File: src/rtl/arcino_prefetch_ctrl.sv
// arcino_prefetch_ctrl
// Instruction fetch sequencer that sits between the IF stage, the instruction
// memory port and the fetch FIFO. It keeps at most one memory request
// outstanding. Each returned word is tagged with its fetch address and pushed
// into the FIFO. A branch clears the FIFO, redirects fetching to the target
// and discards any response that is still in flight.
module arcino_prefetch_ctrl #(
    parameter logic [31:0] BOOT_ADDR = 32'h0000_0080
) (
    input  logic        clk_i,
    input  logic        rst_i,
    input  logic        req_i,
    input  logic        branch_i,
    input  logic [31:0] branch_addr_i,
    output logic        busy_o,
    output logic        instr_req_o,
    output logic [31:0] instr_addr_o,
    input  logic        instr_gnt_i,
    input  logic        instr_rvalid_i,
    input  logic [31:0] instr_rdata_i,
    output logic        fifo_clear_o,
    output logic        fifo_valid_o,
    output logic [31:0] fifo_addr_o,
    output logic [31:0] fifo_rdata_o,
    input  logic        fifo_ready_i
);

    typedef enum logic [1:0] {
        IDLE         = 2'b00,
        WAIT_GNT     = 2'b01,
        WAIT_RVALID  = 2'b10,
        WAIT_ABORTED = 2'b11
    } state_t;

    state_t      state_r;
    state_t      state_nxt_s;
    logic [31:0] fetch_addr_r;
    logic [31:0] fetch_addr_nxt_s;
    logic [31:0] rsp_addr_r;
    logic [31:0] rsp_addr_nxt_s;

    logic [31:0] target_s;
    logic [31:0] seq_addr_s;
    logic [31:0] base_addr_s;
    logic [31:0] ea_s;
    logic        issue_ok_s;
    logic        req_s;
    logic        push_s;

    // Bit 0 of the branch target is never used: instructions are at least halfword aligned.
    logic        branch_addr_unused_s;
    assign branch_addr_unused_s = branch_addr_i[0];

    // Effective fetch address and the issue condition shared by every issuing state.
    always_comb begin
        target_s   = {branch_addr_i[31:1], 1'b0};
        // The sequential successor drops bit 1, so only the first word after a branch carries it.
        seq_addr_s = {rsp_addr_r[31:2] + 30'd1, 2'b00};
        if ((state_r == WAIT_RVALID) && instr_rvalid_i) begin
            base_addr_s = seq_addr_s;
        end else begin
            base_addr_s = fetch_addr_r;
        end
        if (branch_i) begin
            ea_s = target_s;
        end else begin
            ea_s = base_addr_s;
        end
        // A full FIFO blocks new issues unless the same-cycle branch clears it.
        issue_ok_s = req_i & (fifo_ready_i | branch_i);
    end

    // Next-state, next-address and raw request/push decisions.
    always_comb begin
        state_nxt_s      = state_r;
        fetch_addr_nxt_s = fetch_addr_r;
        rsp_addr_nxt_s   = rsp_addr_r;
        req_s            = 1'b0;
        push_s           = 1'b0;
        case (state_r)
            IDLE: begin
                req_s = issue_ok_s;
                if (issue_ok_s && instr_gnt_i) begin
                    rsp_addr_nxt_s = ea_s;
                    state_nxt_s    = WAIT_RVALID;
                end else if (issue_ok_s) begin
                    fetch_addr_nxt_s = ea_s;
                    state_nxt_s      = WAIT_GNT;
                end else if (branch_i) begin
                    fetch_addr_nxt_s = target_s;
                end else begin
                    fetch_addr_nxt_s = fetch_addr_r;
                end
            end
            WAIT_GNT: begin
                // Request is held until accepted; its address may still be redirected.
                req_s = 1'b1;
                if (instr_gnt_i) begin
                    rsp_addr_nxt_s = ea_s;
                    state_nxt_s    = WAIT_RVALID;
                end else if (branch_i) begin
                    fetch_addr_nxt_s = target_s;
                end else begin
                    fetch_addr_nxt_s = fetch_addr_r;
                end
            end
            WAIT_RVALID, WAIT_ABORTED: begin
                if (instr_rvalid_i) begin
                    // Aborted responses and responses coinciding with a branch are dropped.
                    push_s           = (state_r == WAIT_RVALID) & ~branch_i;
                    fetch_addr_nxt_s = ea_s;
                    req_s            = issue_ok_s;
                    if (issue_ok_s && instr_gnt_i) begin
                        rsp_addr_nxt_s = ea_s;
                        state_nxt_s    = WAIT_RVALID;
                    end else if (issue_ok_s) begin
                        state_nxt_s = WAIT_GNT;
                    end else begin
                        state_nxt_s = IDLE;
                    end
                end else if (branch_i) begin
                    fetch_addr_nxt_s = target_s;
                    state_nxt_s      = WAIT_ABORTED;
                end else begin
                    state_nxt_s = state_r;
                end
            end
            default: begin
                state_nxt_s = IDLE;
            end
        endcase
    end

    // State and address registers with synchronous reset.
    always_ff @(posedge clk_i) begin
        if (rst_i) begin
            state_r      <= IDLE;
            fetch_addr_r <= BOOT_ADDR;
            rsp_addr_r   <= 32'h0000_0000;
        end else begin
            state_r      <= state_nxt_s;
            fetch_addr_r <= fetch_addr_nxt_s;
            rsp_addr_r   <= rsp_addr_nxt_s;
        end
    end

    // Bus and FIFO outputs; control strobes are silenced while reset is held.
    always_comb begin
        instr_req_o  = req_s & ~rst_i;
        instr_addr_o = {ea_s[31:2], 2'b00};
        fifo_clear_o = branch_i & ~rst_i;
        fifo_valid_o = push_s & ~rst_i;
        fifo_addr_o  = rsp_addr_r;
        fifo_rdata_o = instr_rdata_i;
        busy_o       = (state_r != IDLE) & ~rst_i;
    end

endmodule

File: config.mk
export PLATFORM = sky130hd
export DESIGN_NAME = arcino_prefetch_ctrl
export DESIGN_NICKNAME = d
export VERILOG_FILES = /design/src/rtl/arcino_prefetch_ctrl.sv
export SDC_FILE = /design/constraint.sdc
export NUM_CORES = 1
export LEC_CHECK = 0
export ABC_CLOCK_PERIOD_IN_PS = 3130
export BUFFER_PORTS_ARGS = -buffer_cell sky130_fd_sc_hd__buf_2
export CAP_MARGIN = 20
export CORE_MARGIN = 8
export CORE_UTILIZATION = 45
export DETAILED_ROUTE_END_ITERATION = 7
export PLACE_DENSITY = 0.75
export SYNTH_ARGS = -nofsm -noshare
export SYNTH_HDL_FRONTEND = slang
export SYNTH_SLANG_ARGS = --single-unit
File: constraint.sdc
create_clock -name clk_i -period 3.13 [get_ports clk_i]
set_input_delay 0.1565 -clock clk_i [delete_from_list [all_inputs] [get_ports clk_i]]
set_output_delay 0.1565 -clock clk_i [all_outputs]
set_load 0.05 [all_outputs]
# After elaboration in Yosys (flattened, before gate mapping)
# Cells that the tools add are included.
# op_classes
n_mux	24
add_sub_neg	1
eq_ne	9
n_reduce_logical	8
bitwise_logic	9
# ops
operator	count
$mux 32	10
$pmux 32 s3	2
$add 30x1->30 const B	1
$mux 2	6
$ne 2x2->1 const B	4
$and 1x1->1	6
$ne 3x3->1 const B	2
$pmux 2 s3	1
$eq 2x2->1 const B	2
$mux 1	4
$reduce_and 2->1	2
$pmux 1 s3	1
$reduce_and 3->1	1
$eq 2x1->1 const B	1
$logic_and 1x1->1	2
$logic_not 2->1	1
$not 1->1	2
$reduce_bool 2->1	1
$reduce_or 2->1	1
$or 1x1->1	1
# word_totals
inputBits	71
ff_bits	66
output_inout_bits	100

# Depth between registers and ports, before layout
# logic_depth
word_depth	7
ltp_mapped	9

# Least setup slack after synthesis
# OpenSTA, ideal clock, no wires.
# synth_timing
kind	register to output
startpoint	register rsp_addr_r[2], in the netlist fifo_addr_o[2]
endpoint	output port instr_addr_o[28]
path_stages_with_launch	9
setup_slack_ps	325
t_arrival_ps	2648
cell_sequence	dfxtp_1 ha_1 nand2_1 or4_1 buf_2 or4_1 a21oi_1 or2_2 buf_4
# synth_via
elab_chain_cells	3
# synth_rtl
element	line_no	source
start, declared	39	logic [31:0] rsp_addr_r;
start signal, assigned	143	rsp_addr_r <= rsp_addr_nxt_s;
$add 30x1->30	58	seq_addr_s = {rsp_addr_r[31:2] + 30'd1, 2'b00};
$mux 32	59	if ((state_r == WAIT_RVALID) && instr_rvalid_i) begin
$mux 32	64	if (branch_i) begin
end, declared	17	output logic [31:0] instr_addr_o,
# No other way between the ends.

# Final worst setup path
# layout_timing
startpoint	register rsp_addr_r[2], in the netlist fifo_addr_o[2]
endpoint	output port instr_addr_o[30]
# The elaborated chain is that of the path after synthesis.

==> flow_summary.yaml <==
outcome:
  status: "finished clean"
hold_path:
  hp-class: "in -> reg"
  hold_depth: 3
  holdPathEnd: "state_r[1]"
  worstHoldStart: "instr_gnt_i"
timing:
  fin_crit_sh_pct: 95.6
  worst_pin_slew_ns: 0.859
  fin_ws_ns: 0.137
  fin_setup_tns_ns: 0
  timing.fmax_ghz: 0.334
  whs_ns: 0.0886
  drv_slew: 0
  final.min_clock_period_ns: 2.99
  grt_setup_unrepaired: "false"
  skew_ns: 0.00749
  setup_viol: 0
  slew_headroom_pct: 42.5
  hold_viol: 0
synth:
  ys_seq_area_share_pct: 30.4
  synth-main-ff-cell: "dfxtp_1"
  synth_area_per_cell_um2: 7.36
  synth_area_um2: 4340
  synth-edff-count: 0
  yosysWarnings: 0
  synthCells: 590
  synthArstFlopShare_pct: 0
  ys_ff_latch: 66
  synth_cell_types: 59
placement:
  io_buffers: 103
  pre_cts_ws_ns: 0.329
  gp_congestion: 0.902
  dpl.hpwl_mm: 9.30
floorplan:
  core_um2: 9550
  pin_count: 171
  dieArea_um2: 13100
  start_util_pct: 45.5
  die_w_um: 114
  std_cell_rows: 36
  die_h_um: 114
power_and_ir_drop:
  leakagePower_nw: 1.98
  p_clk_share_pct: 32.4
  switching_power_w: 0.000960
  power_density_nw_per_um2: 544
  swShare_pct: 37.4
  peakVddDrop_mv: 0.322
  combPwrFrac_pct: 28.5
  p_seq_share_pct: 39.0
  p_int_w: 0.00161
  power.total_w: 0.00257
clocking:
  cts_tree: "yes"
  clockBufferDepth: 2
  clock_latency_ns: 0.35
  cts.sinks: 66
  hold_buffers: 0
  cts_root_buffer: "clkbuf_8"
  h-tree-depth: 3
  cts_setup_buffers: 0
  cts_buffers: 9
  path_clk_slew_ns: 0.07
worst_setup_path:
  reg2reg_depth: 7
  worstPathArrival_ns: 2.84
  path_max_fanout: 9
  crit_path_start_kind: "register"
  r2r-end: "fetch_addr_r[30]"
  r2r_start: "fifo_addr_o[2]"
  r2r_slack_ns: 0.77
  crit_type: "reg -> out"
  critPathRequiredTime_ns: 2.97
  worstSetupEndpointType: "output port"
detailed_routing:
  first_iter_violations: 293
  route.detailed.drc: 0
  wl_per_cell_um: 17.4
  via_per_inst: 5.75
  firstDrtPassIters: 5
  wirelength_mm: 13.1
  vias: 4315
  antenna_left: 0
grt:
  grt_pass1_wl_mm: 20.8
  grtUsageTotal_pct: 19.6
  antenna_found_initial: 0
  grt_overflow: 0
  grt_max_degree: 38
  grt_pass1_vias: 4200
finish:
  drive_gt1_share_pct: 23.8
  area_delta_synth_final_pct: 8.59
  diodes: 0
  nets: 685
job:
  cap_violations: 0
-- cell usage after synthesis (all sizes together), types with 5 or more instances --
master / count / area [um^2]
a211oi: 44 / 330
a21oi: 43 / 215
a22o: 5 / 46.3
and3: 8 / 51.3
and4: 5 / 43.8
buf: 76 / 558
clkbuf: 28 / 115
dfxtp: 66 / 1320
inv: 21 / 78.8
nand2: 41 / 154
nand3: 22 / 115
nand4: 16 / 100
nor2: 87 / 327
nor3: 23 / 115
nor4: 6 / 50.0
o21ai: 22 / 110
or2: 6 / 37.5
or4: 6 / 45.0
xnor2: 6 / 52.6
xor2: 10 / 87.6
-- kinds of logic after synthesis --
kind of cell | share of synthesized area [%]
AND/OR/NAND/NOR | 26.4
AO/OA/AOI/OAI | 21.6
buffers and inverters | 17.5
flip-flops | 30.4
XOR/XNOR | 3.23
multiplexers | 0.461
adder cells (fa/ha/maj) | 0.288
other | 0.0863
-- stage by stage --
step | area (um^2) | std cells | util (%)
3_5_place_dp | 4480 | 735 | 46.9
3_3_place_gp | 4480 | 735 | 46.9
2_1_floorplan | 4350 | 591 | -
5_1_grt | 4720 | 751 | 49.4
6_report | 4720 | 751 | 49.4
4_1_cts | 4710 | 751 | 49.3
-- worst max-delay path, stage by stage (launching register included) --
cell and delay (ns):
dfxtp_1 0.41, ha_2 0.30, nand2_1 0.08, or4_4 0.60, or4_1 0.49, a21oi_1 0.20, or2_2 0.14, buf_2 0.25
-- per-layer routing --
metal / track usage [%] / wire length (um)
met1: 23.2 / 5290
met3: 6.70 / 1370
met2: 32.6 / 6200
met5: 0 / 0
met4: 6.03 / 196
-- power groups by stage --
stage,Combinational (W),Clock (W),Sequential [W]
2_1_floorplan,0.000609,0,0.00111
4_1_cts,0.000734,0.000843,0.000998
6_report,0.000733,0.000833,0.00100
5_1_grt,0.000787,0.000878,0.00101
3_3_place_gp,0.000720,0,0.00101
3_5_place_dp,0.000731,0,0.00102
-- state kept, by name, summed over array words and instances (netlist names) --
register	cells
fetch_addr_r	32
fifo_addr_o	32
state_r	2
-- area by class of cell --
cell class / instances / area, um^2
Clock buffer: 12 / 155
Clock inverter: 4 / 73.8
Fill cell: 976 / 4830
Inverter: 21 / 78.8
Multi-Input combinational cell: 399 / 2280
Sequential cell: 66 / 1320
Tap cell: 133 / 166
Timing Repair Buffer: 116 / 638
-- cells in the final DEF, fill, tap and decap left out, types with 3 or more instances in the layout --
cell / Yosys / final
o2111ai_1: 3 / 3
buf_2: 5 / 103
nand4_1: 16 / 16
or2_2: 6 / 6
xnor2_1: 6 / 6
nor3_1: 23 / 23
buf_4: 67 / 11
a21oi_1: 43 / 42
o21ai_0: 20 / 20
and4_1: 5 / 5
nor2_1: 87 / 87
nand2b_1: 3 / 3
a211oi_1: 44 / 44
clkbuf_8: 1 / 11
o31ai_1: 3 / 3
xor2_1: 10 / 10
or4_1: 6 / 5
inv_1: 21 / 21
nand2_1: 41 / 41
a22o_1: 3 / 3
dfxtp_1: 66 / 66
nor4_1: 4 / 4
nand3_1: 21 / 21
and3_1: 7 / 7
a22oi_1: 3 / 3
nand3b_1: 3 / 3
-- how the worst max path moves through the flow --
stage                   startpoint          endpoint  slack, ns  cells past startpoint
floorplan           fifo_addr_o[2]  instr_addr_o[28]       0.33                      8
global placement    fifo_addr_o[2]  instr_addr_o[30]       0.41                      7
detailed placement  fifo_addr_o[2]  instr_addr_o[30]       0.33                      7
CTS                 fifo_addr_o[2]  instr_addr_o[30]       0.02                      7
global route        fifo_addr_o[2]  instr_addr_o[30]       0.02                      7
finish              fifo_addr_o[2]  instr_addr_o[30]       0.14                      7
-- what timing repair did --
action                                  4_1_cts  5_1_grt
gates resized for setup                       1        1
gates cloned                                  0        0
endpoints found under the setup margin        2        2
Note: power is estimated with default switching activity, not from simulation.
